**config.mk**
```make
export PLATFORM = sky130hd
export DESIGN_NAME = conv_par_stream
export DESIGN_NICKNAME = d
export VERILOG_FILES = /design/src/rtl/conv_par_stream.sv
export SDC_FILE = /design/constraint.sdc
export NUM_CORES = 2
export LEC_CHECK = 0
export CAP_MARGIN = 25
export CELL_PAD_IN_SITES_DETAIL_PLACEMENT = 0
export CELL_PAD_IN_SITES_GLOBAL_PLACEMENT = 1
export CORE_ASPECT_RATIO = 0.9
export CORE_UTILIZATION = 38
export CTS_CLUSTER_SIZE = 16
export DETAILED_ROUTE_END_ITERATION = 8
export HOLD_SLACK_MARGIN = 0.08
export PLACE_DENSITY_LB_ADDON = 0.2
export SLEW_MARGIN = 20
export SYNTH_ARGS = -nofsm -noshare
export SYNTH_HDL_FRONTEND = slang
export SYNTH_SLANG_ARGS = --single-unit
```
**constraint.sdc**
```tcl
create_clock -name clk -period 11.6 [get_ports clk]
set_input_delay 1.74 -clock clk [delete_from_list [all_inputs] [get_ports clk]]
set_output_delay 1.74 -clock clk [all_outputs]
set_load 0.005 [all_outputs]
```
**src/rtl/conv_par_stream.sv**
```systemverilog
// conv_par_stream: loads an X frame and an F filter into local memories, then
// streams the valid 1-D convolution y[n] = sum_k x[n+k]*f[k], PAR MACs per cycle.
// Pipeline: issue (memory read + PAR products) -> product register -> accumulate/output.
module conv_par_stream #(
   parameter int DATA_WIDTH_X = 8,
   parameter int DATA_WIDTH_F = 8,
   parameter int X_SIZE       = 128,
   parameter int F_SIZE       = 32,
   parameter int PAR          = 4,
   parameter int ACC_SIZE     = DATA_WIDTH_X + DATA_WIDTH_F + $clog2(F_SIZE),
   parameter int OUT_WIDTH    = ACC_SIZE,
   parameter int RELU         = 0,
   parameter int KEEP_F       = 0
) (
   input  logic                           clk,
   input  logic                           reset,
   input  logic                           s_valid_x,
   output logic                           s_ready_x,
   input  logic signed [DATA_WIDTH_X-1:0] s_data_in_x,
   input  logic                           s_valid_f,
   output logic                           s_ready_f,
   input  logic signed [DATA_WIDTH_F-1:0] s_data_in_f,
   output logic                           m_valid_y,
   input  logic                           m_ready_y,
   output logic signed [OUT_WIDTH-1:0]    m_data_out_y,
   output logic                           busy
);
   localparam int N_OUT = X_SIZE - F_SIZE + 1;
   localparam int XAW   = $clog2(X_SIZE);
   localparam int FAW   = $clog2(F_SIZE);
   localparam int XCW   = $clog2(X_SIZE + 1);
   localparam int FCW   = $clog2(F_SIZE + 1);
   localparam int PW    = DATA_WIDTH_X + DATA_WIDTH_F;
   localparam logic signed [ACC_SIZE-1:0] SAT_MAX =
      {{(ACC_SIZE-OUT_WIDTH+1){1'b0}}, {(OUT_WIDTH-1){1'b1}}};
   localparam logic signed [ACC_SIZE-1:0] SAT_MIN =
      {{(ACC_SIZE-OUT_WIDTH+1){1'b1}}, {(OUT_WIDTH-1){1'b0}}};

   typedef enum logic [1:0] {ST_LOAD, ST_COMPUTE, ST_DRAIN} state_t;
   state_t state_q, state_d;

   logic signed [DATA_WIDTH_X-1:0] x_mem [X_SIZE];
   logic signed [DATA_WIDTH_F-1:0] f_mem [F_SIZE];
   logic [XCW-1:0] x_cnt_q;
   logic [FCW-1:0] f_cnt_q;
   logic           f_held_q;
   logic           x_full, f_full, x_wr, f_wr;

   // issue stage: output index and first tap of the current beat
   logic [XAW-1:0] n_q;
   logic [FAW-1:0] tap_q;
   logic           issue_done_q, issue_en, beat_last, out_last;

   // product register between issue and accumulate
   logic signed [ACC_SIZE-1:0] ps_q;
   logic                       ps_valid_q, ps_first_q, ps_last_q, ps_final_q;

   logic signed [ACC_SIZE-1:0] acc_q, acc_sum, post_val, psum;
   logic signed [ACC_SIZE-1:0] prod_ext [PAR];
   logic                       out_valid_q;
   logic signed [OUT_WIDTH-1:0] out_data_q;
   logic                       out_free, stall, out_load;

   assign x_full    = (x_cnt_q == XCW'(X_SIZE));
   assign f_full    = (f_cnt_q == FCW'(F_SIZE));
   assign s_ready_x = (state_q == ST_LOAD) && !x_full;
   assign s_ready_f = (state_q == ST_LOAD) && !f_full && !((KEEP_F != 0) && f_held_q);
   assign x_wr      = s_valid_x && s_ready_x;
   assign f_wr      = s_valid_f && s_ready_f;
   assign busy      = (state_q == ST_COMPUTE);

   // The output register is free if empty or being emptied this cycle; the last
   // beat of an output may only retire into a free register, otherwise everything holds.
   assign out_free  = !out_valid_q || m_ready_y;
   assign out_load  = ps_valid_q && ps_last_q && out_free;
   assign stall     = ps_valid_q && ps_last_q && !out_free;
   assign issue_en  = (state_q == ST_COMPUTE) && !issue_done_q && !stall;
   assign beat_last = (tap_q == FAW'(F_SIZE - PAR));
   assign out_last  = (n_q == XAW'(N_OUT - 1));

   assign m_valid_y    = out_valid_q;
   assign m_data_out_y = out_data_q;

   // PAR parallel multipliers reading taps tap_q..tap_q+PAR-1 of the current window
   for (genvar gi = 0; gi < PAR; gi++) begin : g_mac
      logic [XAW-1:0]        xa;
      logic [FAW-1:0]        fa;
      logic signed [PW-1:0]  xe, fe, prod;
      assign fa   = tap_q + FAW'(gi);
      assign xa   = n_q + XAW'(tap_q) + XAW'(gi);
      assign xe   = PW'(x_mem[xa]);
      assign fe   = PW'(f_mem[fa]);
      assign prod = xe * fe;
      assign prod_ext[gi] = ACC_SIZE'(prod);
   end

   // adder tree over the sign-extended products of one beat
   always_comb begin
      psum = '0;
      for (int i = 0; i < PAR; i++) begin
         psum = psum + prod_ext[i];
      end
   end

   // accumulate and post-process: optional ReLU first, then saturation to OUT_WIDTH
   always_comb begin
      acc_sum  = (ps_first_q ? '0 : acc_q) + ps_q;
      post_val = acc_sum;
      if ((RELU != 0) && acc_sum[ACC_SIZE-1]) begin
         post_val = '0;
      end
      if (post_val > SAT_MAX) begin
         post_val = SAT_MAX;
      end else if (post_val < SAT_MIN) begin
         post_val = SAT_MIN;
      end
   end

   // next-state logic
   always_comb begin
      state_d = state_q;
      case (state_q)
         ST_LOAD:    if (x_full && f_full) state_d = ST_COMPUTE;
         ST_COMPUTE: if (out_load && ps_final_q) state_d = ST_DRAIN;
         ST_DRAIN:   if (out_valid_q && m_ready_y) state_d = ST_LOAD;
         default:    state_d = ST_LOAD;
      endcase
   end

   // state register
   always_ff @(posedge clk) begin
      if (reset) state_q <= ST_LOAD;
      else       state_q <= state_d;
   end

   // write counters and filter-held flag
   always_ff @(posedge clk) begin
      if (reset) begin
         x_cnt_q  <= '0;
         f_cnt_q  <= '0;
         f_held_q <= 1'b0;
      end else begin
         if (x_wr) x_cnt_q <= x_cnt_q + XCW'(1);
         if (f_wr) f_cnt_q <= f_cnt_q + FCW'(1);
         if ((state_q == ST_LOAD) && (state_d == ST_COMPUTE) && (KEEP_F != 0)) f_held_q <= 1'b1;
         if ((state_q == ST_DRAIN) && (state_d == ST_LOAD)) begin
            x_cnt_q <= '0;
            if (KEEP_F == 0) f_cnt_q <= '0;
         end
      end
   end

   // sample memories, written at ascending addresses; contents survive reset
   always_ff @(posedge clk) begin
      if (x_wr) x_mem[x_cnt_q[XAW-1:0]] <= s_data_in_x;
      if (f_wr) f_mem[f_cnt_q[FAW-1:0]] <= s_data_in_f;
   end

   // issue stage and product register; frozen while the last beat waits for the output
   always_ff @(posedge clk) begin
      if (reset) begin
         n_q          <= '0;
         tap_q        <= '0;
         issue_done_q <= 1'b0;
         ps_q         <= '0;
         ps_valid_q   <= 1'b0;
         ps_first_q   <= 1'b0;
         ps_last_q    <= 1'b0;
         ps_final_q   <= 1'b0;
      end else if (state_q != ST_COMPUTE) begin
         n_q          <= '0;
         tap_q        <= '0;
         issue_done_q <= 1'b0;
         ps_valid_q   <= 1'b0;
      end else if (!stall) begin
         ps_valid_q <= issue_en;
         if (issue_en) begin
            ps_q       <= psum;
            ps_first_q <= (tap_q == '0);
            ps_last_q  <= beat_last;
            ps_final_q <= beat_last && out_last;
            if (beat_last) begin
               tap_q <= '0;
               if (out_last) issue_done_q <= 1'b1;
               else          n_q <= n_q + XAW'(1);
            end else begin
               tap_q <= tap_q + FAW'(PAR);
            end
         end
      end
   end

   // accumulator and output register
   always_ff @(posedge clk) begin
      if (reset) begin
         acc_q       <= '0;
         out_valid_q <= 1'b0;
         out_data_q  <= '0;
      end else begin
         if (ps_valid_q && !ps_last_q) acc_q <= acc_sum;
         if (out_load) begin
            out_valid_q <= 1'b1;
            out_data_q  <= post_val[OUT_WIDTH-1:0];
         end else if (m_ready_y) begin
            out_valid_q <= 1'b0;
         end
      end
   end
endmodule

```
# Yosys cells after proc, flatten, opt, wreduce, memory -nomap -nowiden
# Memories as Yosys holds them, arrays and structs flattened. A register that Yosys moved wholly into a read port is not among the register bits.
# Cells that the tools add are included.
word_totals:
  reg_bits: 97
  ram_bits: 1280
  n_memories: 2
  input_bits: 21
classes:
  n_reduce_logical: 33
  addsub: 15
  mul: 4
  eq_ne: 7
  magnitude_cmp: 2
  n_mux: 16
  bitwise: 3
memory_table:
  columns: ["name", "words", "width", "rd", "rd_ports_with_merged_regs", "write_ports", "line_no", "text"]
  rows:
  - ["x_mem", 128, 8, 4, 0, 1, "42", "logic signed [DATA_WIDTH_X-1:0] x_mem [X_SIZE];"]
  - ["f_mem", 32, 8, 4, 1, 1, "43", "logic signed [DATA_WIDTH_F-1:0] f_mem [F_SIZE];"]
ops:
  columns: ["op", "n"]
  rows:
  - ["$mul A8 B8 Y16", 4]
  - ["$mux W21", 3]
  - ["$add A21 B21 Y21", 1]
  - ["$gt A21 B21 Y1 const B", 1]
  - ["$lt A21 B21 Y1 const B", 1]
  - ["$add A18 B16 Y19", 1]
  - ["$add A17 B16 Y18", 1]
  - ["$add A16 B16 Y17", 1]
  - ["$logic_and A1 B1 Y1", 15]
  - ["$mux W5", 3]
  - ["$add A7 B1 Y7 const B", 2]
  - ["$add A7 B2 Y7 const B", 2]
  - ["$add A5 B2 Y5 const B", 2]
  - ["$add A8 B1 Y8 const B", 1]
  - ["$eq A8 B8 Y1 const B", 1]
  - ["$reduce_and A4 Y1", 2]
  - ["$add A7 B5 Y7", 1]
  - ["$eq A7 B7 Y1 const B", 1]
  - ["$logic_not A1 Y1", 7]
  - ["$add A6 B1 Y6 const B", 1]
  - ["$eq A6 B6 Y1 const B", 1]
  - ["$mux W1", 6]
  - ["$mux W2", 3]
  - ["$pmux W2 S3", 1]
  - ["other kinds (14)", 18]

# Depth between registers and ports, before layout
logic_depth:
  ltp_word: 9
  depth_mapped: 52
  mapped_depth_nobuf: 39

# Worst setup path before layout
# No wires, ideal clock.
synth_timing:
  path_type: "register -> register"
  start: "register n_q[0]"
  end: "register ps_q[16]"
  required_ns: 11.529
  n_path_buf: 11
  stages_incl_launch_ff: 45
  path_slack_ns: 0.052
  arrival_ns: 11.477
  setup_ns: 0.071
  path_cell_list: "dfxtp_1 -> ha_1 -> fa_1 -> buf_2 -> xnor2_2 -> inv_1 -> buf_2 -> buf_2 -> buf_1 -> clkbuf_1 -> clkbuf_1 -> ha_1 -> buf_2 -> buf_2 -> inv_1 -> clkbuf_1 -> nor2_1 -> xnor3_1 -> [9 not listed] -> fa_1 -> fa_1 -> fa_1 -> fa_1 -> fa_1 -> inv_1 -> fa_1 -> inv_1 -> ha_1 -> a21o_1 -> a21o_1 -> a21o_1 -> nand3_1 -> nand2_1 -> a211oi_1 -> xnor2_1 -> nand2_1 -> a21oi_1"
synth_between:
  elab_chain_len: 7
  elab_cells_between_ends: 12
synth_rtl:
  columns: ["element", "line_no", "text"]
  rows:
  - ["start: declaration", "50", "logic [XAW-1:0] n_q;"]
  - ["start signal: assignment", "185", "else n_q <= n_q + XAW'(1);"]
  - ["$add A7 B5 Y7 (*)", "90", "assign xa = n_q + XAW'(tap_q) + XAW'(gi);"]
  - ["$add A7 B1 Y7", "90", null]
  - ["$mem_v2 Z128 W8 (*)", null, null]
  - ["$mul A8 B8 Y16", "93", "assign prod = xe * fe;"]
  - ["$add A16 B16 Y17", "101", "psum = psum + prod_ext[i];"]
  - ["$add A17 B16 Y18", "101", null]
  - ["$add A18 B16 Y19 (*)", "101", null]
  - ["end signal: assignment", "178", "ps_q <= psum;"]
  - ["end: declaration", "55", "logic signed [ACC_SIZE-1:0] ps_q;"]
# Mark *: on every way between the ends. The rest lies on a longest branch, timed or not.
# A chain may end at the register's enable or synchronous reset.

# Final worst setup path
layout_timing:
  start: "register tap_q[0]"
  end: "register ps_q[16]"
layout_between:
  elab_chain_len: 7
  elab_cells_between_ends: 16
layout_rtl:
  columns: ["element", "line_no", "text"]
  rows:
  - ["start: declaration", "51", "logic [FAW-1:0] tap_q;"]
  - ["start signal: assignment", "187", "tap_q <= tap_q + FAW'(PAR);"]
  - ["$add A7 B5 Y7", "90", null]
  - ["$add A7 B1 Y7", "90", null]
  - ["$mem_v2 Z128 W8", null, null]
  - ["$mul A8 B8 Y16", "93", null]
  - ["$add A16 B16 Y17", "101", null]
  - ["$add A17 B16 Y18", "101", null]
  - ["$add A18 B16 Y19 (*)", "101", null]
# Marked as above.

==> flow_metrics.env <==
export IMPL_drc=20
export IMPL_design_area_um2=118000
export IMPL_io_pins=46
export IMPL_synth_area_um2=102000
export IMPL_cp_end_kind="flip-flop"
export IMPL_drv_cap=0
export IMPL_layout_commonest_cell="edfxtp_1"
export IMPL_start_kind="flip-flop"
export IMPL_ys_seq_area_frac=0.395
export IMPL_cts_buffer_depth=4
export IMPL_grt_pass1_wl_mm=730
export IMPL_slowest_delay_ns=0.85
export IMPL_grt_max_degree=116
export IMPL_mostFrequentLayoutCells="edfxtp_1, nand2_1, mux4_2, buf_4, mux2i_1"
export IMPL_dp_hpwl_mm=404
export IMPL_rows=180
export IMPL_drt_initial_drc_count=15700
export IMPL_cts_clk_slew_worst_paths_ns=0.06
export IMPL_dieHeight_um=495
export IMPL_coreArea_um2=268000
export IMPL_nNetsFinal=9431
export IMPL_yosysTopAreaCellShare=0.375
export IMPL_drt_wl_total_mm=545
export IMPL_final_max_slew_violation_count=0
export IMPL_wl_per_cell_um=43.2
export IMPL_cts_hold_fix_buffers=0
export IMPL_synthArstFlopShare=0
export IMPL_worst_slack_ns=0.247
export IMPL_powerDensity_nw_per_um2=170
export IMPL_area_delta_synth_final_pct=14.9
export IMPL_portBuffers=45
export IMPL_grt_pass1_vias=82500
export IMPL_synth_cells=8569
export IMPL_worst_path_most_repeated_cell="fa_1"
export IMPL_hp_class="flip-flop to flip-flop"
export IMPL_run_status="complete, but fails checks"
export IMPL_setup_viol=0
export IMPL_yosys_top_cells_area="edfxtp_1, mux4_2, fa_1"
export IMPL_max_slew_margin=0.129
export IMPL_start_util=0.383
export IMPL_p_leak_nw=39.6
export IMPL_vias=88700
export IMPL_min_period_over_period=0.979
export IMPL_die_x_um=549
export IMPL_finalHoldViolCount=0
export IMPL_ir_worst_vdd_uv=799
export IMPL_avgSynthCellArea_um2=12.0
export IMPL_worstSkewPairLatency_ns=0.89
export IMPL_max_freq_ghz=0.0881
export IMPL_overflow=0
export IMPL_antenna_left=0
export IMPL_combPwrFrac=0.458
export IMPL_path_delay_family="adder cells"
export IMPL_crit_path_max_fanout=28
export IMPL_intPower_w=0.0131
export IMPL_slowest_stage="fa_4"
export IMPL_syn_num_nets=9061
export IMPL_cts_made_buffers=170
export IMPL_finalCriticalPeriod_ns=11.35
export IMPL_antenna_found_initial=55
export IMPL_critPathBufInv=8
export IMPL_cts_tree="done"
export IMPL_firstDrtPassIters=9
export IMPL_placed_area_um2=112000
export IMPL_p_clk_frac=0.269
export IMPL_crit_required_ns=12.41
export IMPL_power_switching_w=0.00694
export IMPL_final_core_util=0.440
export IMPL_cts_htree_levels=4
export IMPL_sequentialPowerShare=0.273
export IMPL_track_usage=0.394
export IMPL_clock_sinks=1380
export IMPL_synthFlopType="edfxtp_1"
export IMPL_gp_congestion=1.06
export IMPL_path_class="flip-flop to flip-flop"
export IMPL_synth_cell_types=112
export IMPL_synth_edf_count=1280
export IMPL_cts_root_buf="clkbuf_16"
export IMPL_drive_above_1_share=0.250
export IMPL_place_worst_setup_slack_ns=-0.244
export IMPL_switching_share=0.347
export IMPL_die_area_um2=272000
export IMPL_finalClockSkew_ns=0.0936
export IMPL_yosys_warnings=0
export IMPL_yosys_area_top_type="edfxtp_1"
export IMPL_synth_seq_cells=1380
export IMPL_failed_checks="design-rule violations"
export IMPL_crit_arrival_ns=12.16
export IMPL_worst_pin_slew_ns=1.30
export IMPL_via_per_inst=7.02
[path summary, 6_finish.rpt]
check / start / endpoint / slack (ns) / cells after the start
worst min-delay path: acc_q[16] / acc_q[16] / 0.45 / 2
worst max register to register: tap_q[0] / ps_q[16] / 0.25 / 38
worst max-delay path: tap_q[0] / ps_q[16] / 0.25 / 38
worst min register to register: acc_q[16] / acc_q[16] / 0.45 / 2
[power by group through the flow]
stage          Sequential, W  Clock [W]  Combinational [W]
6_report             0.00546    0.00539            0.00916
5_1_grt              0.00546    0.00559             0.0105
4_1_cts              0.00546    0.00543            0.00925
3_5_place_dp         0.00556          0            0.00920
3_3_place_gp         0.00556          0            0.00933
2_1_floorplan        0.00556          0            0.00564
[area by class of cell]
cell class | instances | area (um^2)
inverter | 438 | 1660
clock inverter | 89 | 926
tap | 3549 | 4440
clock buffer | 206 | 4500
timing repair buffer | 865 | 7870
sequential | 1380 | 40500
fill | 24500 | 150000
multi-input combinational | 6084 | 57800
antenna | 23 | 57.6
[timing repair]
action                     CTS  global route
resized for setup            1            23
pin swaps                    0             1
setup buffers                0             5
setup endpoints to repair    7             9
[per-stage QoR]
step           setup TNS, ns  hold slack, ns  instances  total power [W]
5_1_grt             -0.00137           0.469      12600           0.0215
3_3_place_gp           -2.75           0.438      12300           0.0149
6_report                   0           0.453      12600           0.0200
2_1_floorplan              0           0.432       8569           0.0112
4_1_cts                    0           0.454      12600           0.0201
3_5_place_dp           -1.23           0.446      12300           0.0148
[registers in the layout, summed over array words and instances (netlist names), 2 cells and up, named ones only]
register	flops
x_mem	1024
f_mem	256
acc_q	21
m_data_out_y	21
ps_q	19
x_cnt_q	8
n_q	7
f_cnt_q	6
tap_q	5
state_q	2
[cell usage after synthesis (24+ instances only)]
| library cell | count |
|---|---|
| inv_1 | 437 |
| and2_1 | 73 |
| a222oi_1 | 37 |
| nor2_1 | 510 |
| o22ai_1 | 222 |
| buf_2 | 202 |
| nor2b_1 | 55 |
| xnor2_1 | 53 |
| a21o_1 | 26 |
| fa_1 | 328 |
| nor3_1 | 132 |
| o221ai_1 | 75 |
| mux4_2 | 818 |
| buf_1 | 60 |
| ha_1 | 143 |
| a22oi_1 | 88 |
| a2111oi_0 | 39 |
| clkbuf_1 | 295 |
| a22o_1 | 34 |
| nor4_1 | 114 |
| a21oi_1 | 438 |
| a221oi_1 | 48 |
| a211oi_1 | 139 |
| xor2_1 | 28 |
| or4_1 | 24 |
| dfxtp_1 | 100 |
| o21ai_0 | 149 |
| buf_6 | 26 |
| nand4_1 | 37 |
| mux2_2 | 151 |
| a311oi_1 | 27 |
| o211ai_1 | 88 |
| nand3_1 | 190 |
| a31oi_1 | 56 |
| buf_4 | 82 |
| nand2b_1 | 33 |
| o2111ai_1 | 27 |
| and3_1 | 43 |
| mux2i_1 | 517 |
| edfxtp_1 | 1280 |
| nand2_1 | 979 |
[cell families (layout without fill, tap and decap cells)]
logic type	Yosys count	count (layout)	share of synthesized area
other	0	23	0
adders and majority gates	471	471	0.0815
DFF	1380	1380	0.395
AOI/OAI and AO/OA	1755	1755	0.120
and+or+nand+nor	2282	2282	0.101
xor gates and xnor gates	90	90	0.00868
muxes	1486	1486	0.247
buffers and inverters	1105	1598	0.0480
[metal layers]
metal,vias to the layer above,track usage,wire length [um]
met5,-,0,526
met4,40,0.193,32000
met3,1323,0.148,79900
met2,7465,0.529,214000
met1,45500,0.553,219000
li1,34400,-,-
[tightest hold or removal path: stages, from the launching register on]
cell,delay (ns)
dfxtp_1,0.30
nand2_1,0.05
a21oi_1,0.05
(Power assumes the default switching activity.)
